`config.mk`:
```
export PLATFORM = sky130hd
export DESIGN_NAME = seven_seg_capture
export DESIGN_NICKNAME = d
export VERILOG_FILES = /design/src/rtl/seven_seg_capture.sv
export SDC_FILE = /design/constraint.sdc
export NUM_CORES = 1
export LEC_CHECK = 0
export CAP_MARGIN = 20
export CORE_UTILIZATION = 54
export CTS_BUF_LIST = sky130_fd_sc_hd__clkbuf_8 sky130_fd_sc_hd__clkbuf_16
export CTS_CLUSTER_SIZE = 16
export DETAILED_ROUTE_END_ITERATION = 10
export GPL_ROUTABILITY_DRIVEN = 0
export HOLD_SLACK_MARGIN = 0.08
export PLACE_DENSITY = 0.8
export SLEW_MARGIN = 20
export SYNTH_ARGS = -nofsm -noshare
export SYNTH_HDL_FRONTEND = slang
export SYNTH_SLANG_ARGS = --single-unit
```
`constraint.sdc`:
```
create_clock -name clk -period 3.7 [get_ports clk]
set_input_delay 0.555 -clock clk [delete_from_list [all_inputs] [get_ports clk]]
set_output_delay 0.555 -clock clk [all_outputs]
set_load 0.1 [all_outputs]
```
`src/rtl/seven_seg_capture.sv`:
```
// Purpose: samples the active-low multiplexed 7-seg bus and decodes it back to nibbles/points.
// Latency: a digit lands STABLE_CYCLES+1 edges after the first edge that samples it; frame_done one cycle later.
// Backpressure: none, passive observer of the display bus.
module seven_seg_capture #(
    parameter int NUM_DIGITS    = 8,
    parameter int STABLE_CYCLES = 4
) (
    input  logic                    clk,
    input  logic                    rst_n,
    input  logic [NUM_DIGITS-1:0]   an,
    input  logic [7:0]              seg,
    input  logic                    clr,
    output logic [4*NUM_DIGITS-1:0] value,
    output logic [NUM_DIGITS-1:0]   points,
    output logic [NUM_DIGITS-1:0]   digit_valid,
    output logic                    frame_done,
    output logic                    err_seg,
    output logic                    err_an
);
    localparam int                    IW      = (NUM_DIGITS > 1) ? $clog2(NUM_DIGITS) : 1;
    localparam logic [7:0]            CNT_MAX = 8'(STABLE_CYCLES - 1);
    localparam logic [NUM_DIGITS-1:0] AN_ONE  = NUM_DIGITS'(1);

    typedef enum logic [1:0] {WAIT, HOLD, DONE} state_t;

    state_t                state, state_nxt;
    logic [NUM_DIGITS-1:0] s_an, p_an, an_inv, mask, mask_nxt;
    logic [7:0]            s_seg, p_seg, cnt;
    logic [IW-1:0]         idx;
    logic [3:0]            dec_code;
    logic                  dec_hit, blank, changed, capture;
    logic                  an_blank, an_onehot, cap_digit, set_err_an, set_err_seg;

    assign changed = (s_an != p_an) || (s_seg != p_seg);
    // p_* holds the sample the counter has been qualifying, so it is what gets decoded
    assign capture = (cnt == CNT_MAX) && (state != DONE);

    always_ff @(posedge clk or negedge rst_n) begin
        if (!rst_n) begin
            s_an  <= '1;
            p_an  <= '1;
            s_seg <= '1;
            p_seg <= '1;
            cnt   <= '0;
            state <= WAIT;
        end else begin
            s_an  <= an;
            s_seg <= seg;
            p_an  <= s_an;
            p_seg <= s_seg;
            state <= state_nxt;
            if (changed)
                cnt <= '0;
            else if (cnt != CNT_MAX)
                cnt <= cnt + 8'd1;
        end
    end

    always_comb begin
        state_nxt = state;
        unique case (state)
            WAIT: begin
                if (capture)
                    state_nxt = changed ? WAIT : DONE;
                else if (!changed && cnt == 8'd1)
                    state_nxt = HOLD;
            end
            HOLD: begin
                if (capture)
                    state_nxt = changed ? WAIT : DONE;
                else if (changed)
                    state_nxt = WAIT;
            end
            DONE: begin
                if (changed)
                    state_nxt = WAIT;
            end
            default: state_nxt = WAIT;
        endcase
    end

    always_comb begin
        dec_hit  = 1'b1;
        dec_code = 4'h0;
        case (p_seg[6:0])
            7'h40: dec_code = 4'h0;
            7'h79: dec_code = 4'h1;
            7'h24: dec_code = 4'h2;
            7'h30: dec_code = 4'h3;
            7'h19: dec_code = 4'h4;
            7'h12: dec_code = 4'h5;
            7'h02: dec_code = 4'h6;
            7'h78: dec_code = 4'h7;
            7'h00: dec_code = 4'h8;
            7'h10: dec_code = 4'h9;
            7'h08: dec_code = 4'hA;
            7'h03: dec_code = 4'hB;
            7'h46: dec_code = 4'hC;
            7'h21: dec_code = 4'hD;
            7'h06: dec_code = 4'hE;
            7'h0E: dec_code = 4'hF;
            default: dec_hit = 1'b0;
        endcase
    end

    always_comb begin
        an_inv    = ~p_an;
        an_blank  = &p_an;
        an_onehot = (an_inv != '0) && ((an_inv & (an_inv - AN_ONE)) == '0);
        idx       = '0;
        for (int i = 0; i < NUM_DIGITS; i++)
            if (an_inv[i])
                idx = IW'(i);
    end

    assign blank       = (p_seg[6:0] == 7'h7F);
    assign cap_digit   = capture && an_onehot;
    assign set_err_an  = capture && !an_blank && !an_onehot;
    assign set_err_seg = cap_digit && !dec_hit && !blank;

    // clr wins over a same-cycle capture for the mask, so a cleared frame never reports done
    always_comb begin
        mask_nxt = mask;
        if (&mask)
            mask_nxt = '0;
        if (cap_digit)
            mask_nxt[idx] = 1'b1;
        if (clr)
            mask_nxt = '0;
    end

    always_ff @(posedge clk or negedge rst_n) begin
        if (!rst_n) begin
            value       <= '0;
            points      <= '0;
            digit_valid <= '0;
            frame_done  <= 1'b0;
            err_seg     <= 1'b0;
            err_an      <= 1'b0;
            mask        <= '0;
        end else begin
            frame_done <= &mask;
            mask       <= mask_nxt;
            err_seg    <= (err_seg & ~clr) | set_err_seg;
            err_an     <= (err_an & ~clr) | set_err_an;
            if (cap_digit) begin
                if (dec_hit) begin
                    value[4*idx +: 4] <= dec_code;
                    digit_valid[idx]  <= 1'b1;
                    points[idx]       <= ~p_seg[7];
                end else if (blank) begin
                    value[4*idx +: 4] <= 4'h0;
                    digit_valid[idx]  <= 1'b0;
                    points[idx]       <= ~p_seg[7];
                end else begin
                    digit_valid[idx]  <= 1'b0;
                end
            end
        end
    end
endmodule

```
==> flow_metrics.env <==
export IMPL_status="complete, no violations"
export IMPL_vdd_ir_drop_worst_uv=216
export IMPL_die_h_um=94.5
export IMPL_cp_arrival_ns=3.32
export IMPL_drcViolationCount=0
export IMPL_cellPowerDensity_nw_per_um2=354
export IMPL_reg2regPathDepth=8
export IMPL_yosysTopAreaCellShare_pct=37.4
export IMPL_criticalPathCategory="reg2reg"
export IMPL_wire_per_inst_um=16.7
export IMPL_ant_nets=0
export IMPL_slew_viol_final=0
export IMPL_die_area_um2=8930
export IMPL_syn_nets=407
export IMPL_post_cts_setup_buffer_count=0
export IMPL_yosysWarnings=0
export IMPL_yosys_top_cells_area="dfrtp_1 (37%), dfstp_2 (18%), mux2_2 (7.3%)"
export IMPL_cts_buffers=9
export IMPL_netlist_instances=383
export IMPL_fin_tns_setup_ns=0
export IMPL_via_per_inst=5.66
export IMPL_initial_core_util_pct=55.9
export IMPL_synth_most_common_cell="dfrtp_1"
export IMPL_clkTransAtPathRegs_ns=0.09
export IMPL_post_cts_resized=0
export IMPL_hold_path_class="in2async"
export IMPL_drive_gt1_share_pct=23.4
export IMPL_grt_pass1_wl_um=15500
export IMPL_yosysTopAreaCell="dfrtp_1"
export IMPL_cts_sinks=101
export IMPL_hold_viol_final=0
export IMPL_cts_tree="yes"
export IMPL_layout_cells_non_filler=554
export IMPL_grt_util_all_layers_pct=22.9
export IMPL_place_hpwl_um=6540
export IMPL_cts_root_buf="clkbuf_8"
export IMPL_gr_total_overflow=0
export IMPL_relSlewSlack_pct=33.9
export IMPL_drt_first_pass_iters=5
export IMPL_row_count=33
export IMPL_avgSynthCellArea_um2=12.1
export IMPL_die_width_um=94.5
export IMPL_drv_cap=0
export IMPL_num_nets_final=469
export IMPL_ys_seq_elements=101
export IMPL_syn_area_um2=4620
export IMPL_skew_ns=0.0160
export IMPL_setup_violations=0
export IMPL_antenna_cells=0
export IMPL_async_reset_ff_share_pct=100
export IMPL_tightestPinTransition_ns=0.989
export IMPL_area_delta_synth_final_pct=20.5
export IMPL_grt_max_degree=69
export IMPL_max_freq_mhz=323
export IMPL_placedCellCount=538
export IMPL_critPathLaunchType="flop"
export IMPL_vias=3138
export IMPL_num_io_pins=70
export IMPL_core_um2=8260
export IMPL_synthTopCellsByCount="dfrtp_1 (69), dfstp_2 (32), mux2_2 (30), nand2_1 (21), xor2_1 (21)"
export IMPL_htreeDepth=3
export IMPL_nFillCells=604
export IMPL_fin_crit_sh_pct=83.6
export IMPL_yosys_most_used_dff="dfrtp_1"
export IMPL_ys_types=61
export IMPL_antenna_found_initial=0
export IMPL_total_power_mw=1.97
export IMPL_io_buffers=69
export IMPL_required_ns=3.93
export IMPL_rsz0062_at_grt="no"
export IMPL_clk_latency_ns=0.36
export IMPL_holdBufCountCts=0
export IMPL_clk_path_buf_depth=2
export IMPL_first_iter_violations=134
export IMPL_yosysSeqAreaShare_pct=55.6
export IMPL_fin_crit_ns=3.09
export IMPL_crit_fanout=7
export IMPL_grt_pass1_vias=3142
export IMPL_wl_um=9240
export IMPL_synth_edff_count=0
export IMPL_cp_end_kind="flop"
export IMPL_power_leakage_nw=2.41
[cells in the final DEF, fill, tap and decap left out, types with 4 or more instances in the layout]
cell type,count
o31ai_1,10
nor2_1,19
a21oi_1,15
o21ai_0,10
clkbuf_8,9
dfstp_2,32
dfrtp_1,69
mux2_2,30
inv_1,13
xor2_1,21
nand4_1,4
clkdlybuf4s50_1,68
ha_1,5
nor4_1,5
mux2_4,6
and3_1,7
or3_1,4
nor3_1,6
nand3_1,16
nand2_1,21
[path summary, 6_finish.rpt]
path | start | end | slack (ns)
max in group asynchronous | rst_n | value[16] | 2.66
min in group clk | s_seg[3] | p_seg[3] | 0.37
worst max register to register | p_an[2] | value[28] | 0.61
worst max-delay path | p_an[2] | value[28] | 0.61
worst min-delay path | rst_n | value[29] | 0.28
worst min register to register | s_seg[3] | p_seg[3] | 0.37
[metal layers]
layer	routed length, um	global-route usage, %	vias up
li1	-	-	1494
met1	4200	31.0	1563
met2	4610	37.4	79
met3	373	4.03	2
met4	51	7.58	0
met5	0	0	-
[sequential cells by signal (all words and copies together) (netlist names), 2 cells and up, named ones only]
register and cells:
s_an 8, cnt 8, value 32, mask 8
s_seg 8, points 8, p_seg 8, state 2
p_an 8
[where the power goes]
| group | switching [mW] | total [mW] | internal (mW) |
|---|---|---|---|
| Clock | 0.364 | 0.673 | 0.309 |
| Combinational | 0.0761 | 0.129 | 0.0524 |
| Sequential | 0.0340 | 1.17 | 1.14 |
| Total | 0.474 | 1.97 | 1.50 |
[logic make-up (layout without fill, tap and decap cells)]
| kind of cell | after synthesis | count (layout) | synth area share, % |
|---|---|---|---|
| flip-flops | 101 | 101 | 55.6 |
| AND/OR/NAND/NOR | 120 | 120 | 15.9 |
| AO/OA/AOI/OAI | 57 | 57 | 8.91 |
| buffers and inverters | 34 | 100 | 3.06 |
| adder cells (fa/ha/maj) | 6 | 6 | 1.57 |
| multiplexers | 41 | 41 | 10.4 |
| XOR/XNOR | 24 | 24 | 4.55 |
[area by class of cell]
type | instances | area, um2 | area share [%]
flip-flops and latches | 101 | 2570 | 46.1
multi-input cells | 248 | 1920 | 34.4
repair buffers | 72 | 714 | 12.8
well taps | 105 | 131 | 2.36
clock buffers | 9 | 124 | 2.22
clock inverters | 6 | 63.8 | 1.15
inverters | 13 | 48.8 | 0.876
[metrics by stage]
step / setup WS, ns / area (um2) / utilization (%) / hold slack, ns
after floorplan: 0.749 / 4620 / - / 0.259
after global placement: 0.635 / 5370 / 65.0 / 0.361
after detailed placement: 0.485 / 5370 / 65.0 / 0.364
after CTS: 0.463 / 5560 / 67.3 / 0.311
after global routing: 0.426 / 5570 / 67.4 / 0.341
final: 0.606 / 5570 / 67.4 / 0.280
[worst max-delay path, stage by stage, from the launching register on]
cell and delay (ns):
dfstp_2 0.60, nand2b_1 0.07, a21boi_1 0.23, o22ai_1 0.19, ha_1 0.24, ha_1 0.32, or3_1 0.40, or4_1 0.56
mux2_1 0.36
Note: power is estimated with default switching activity, not from simulation.
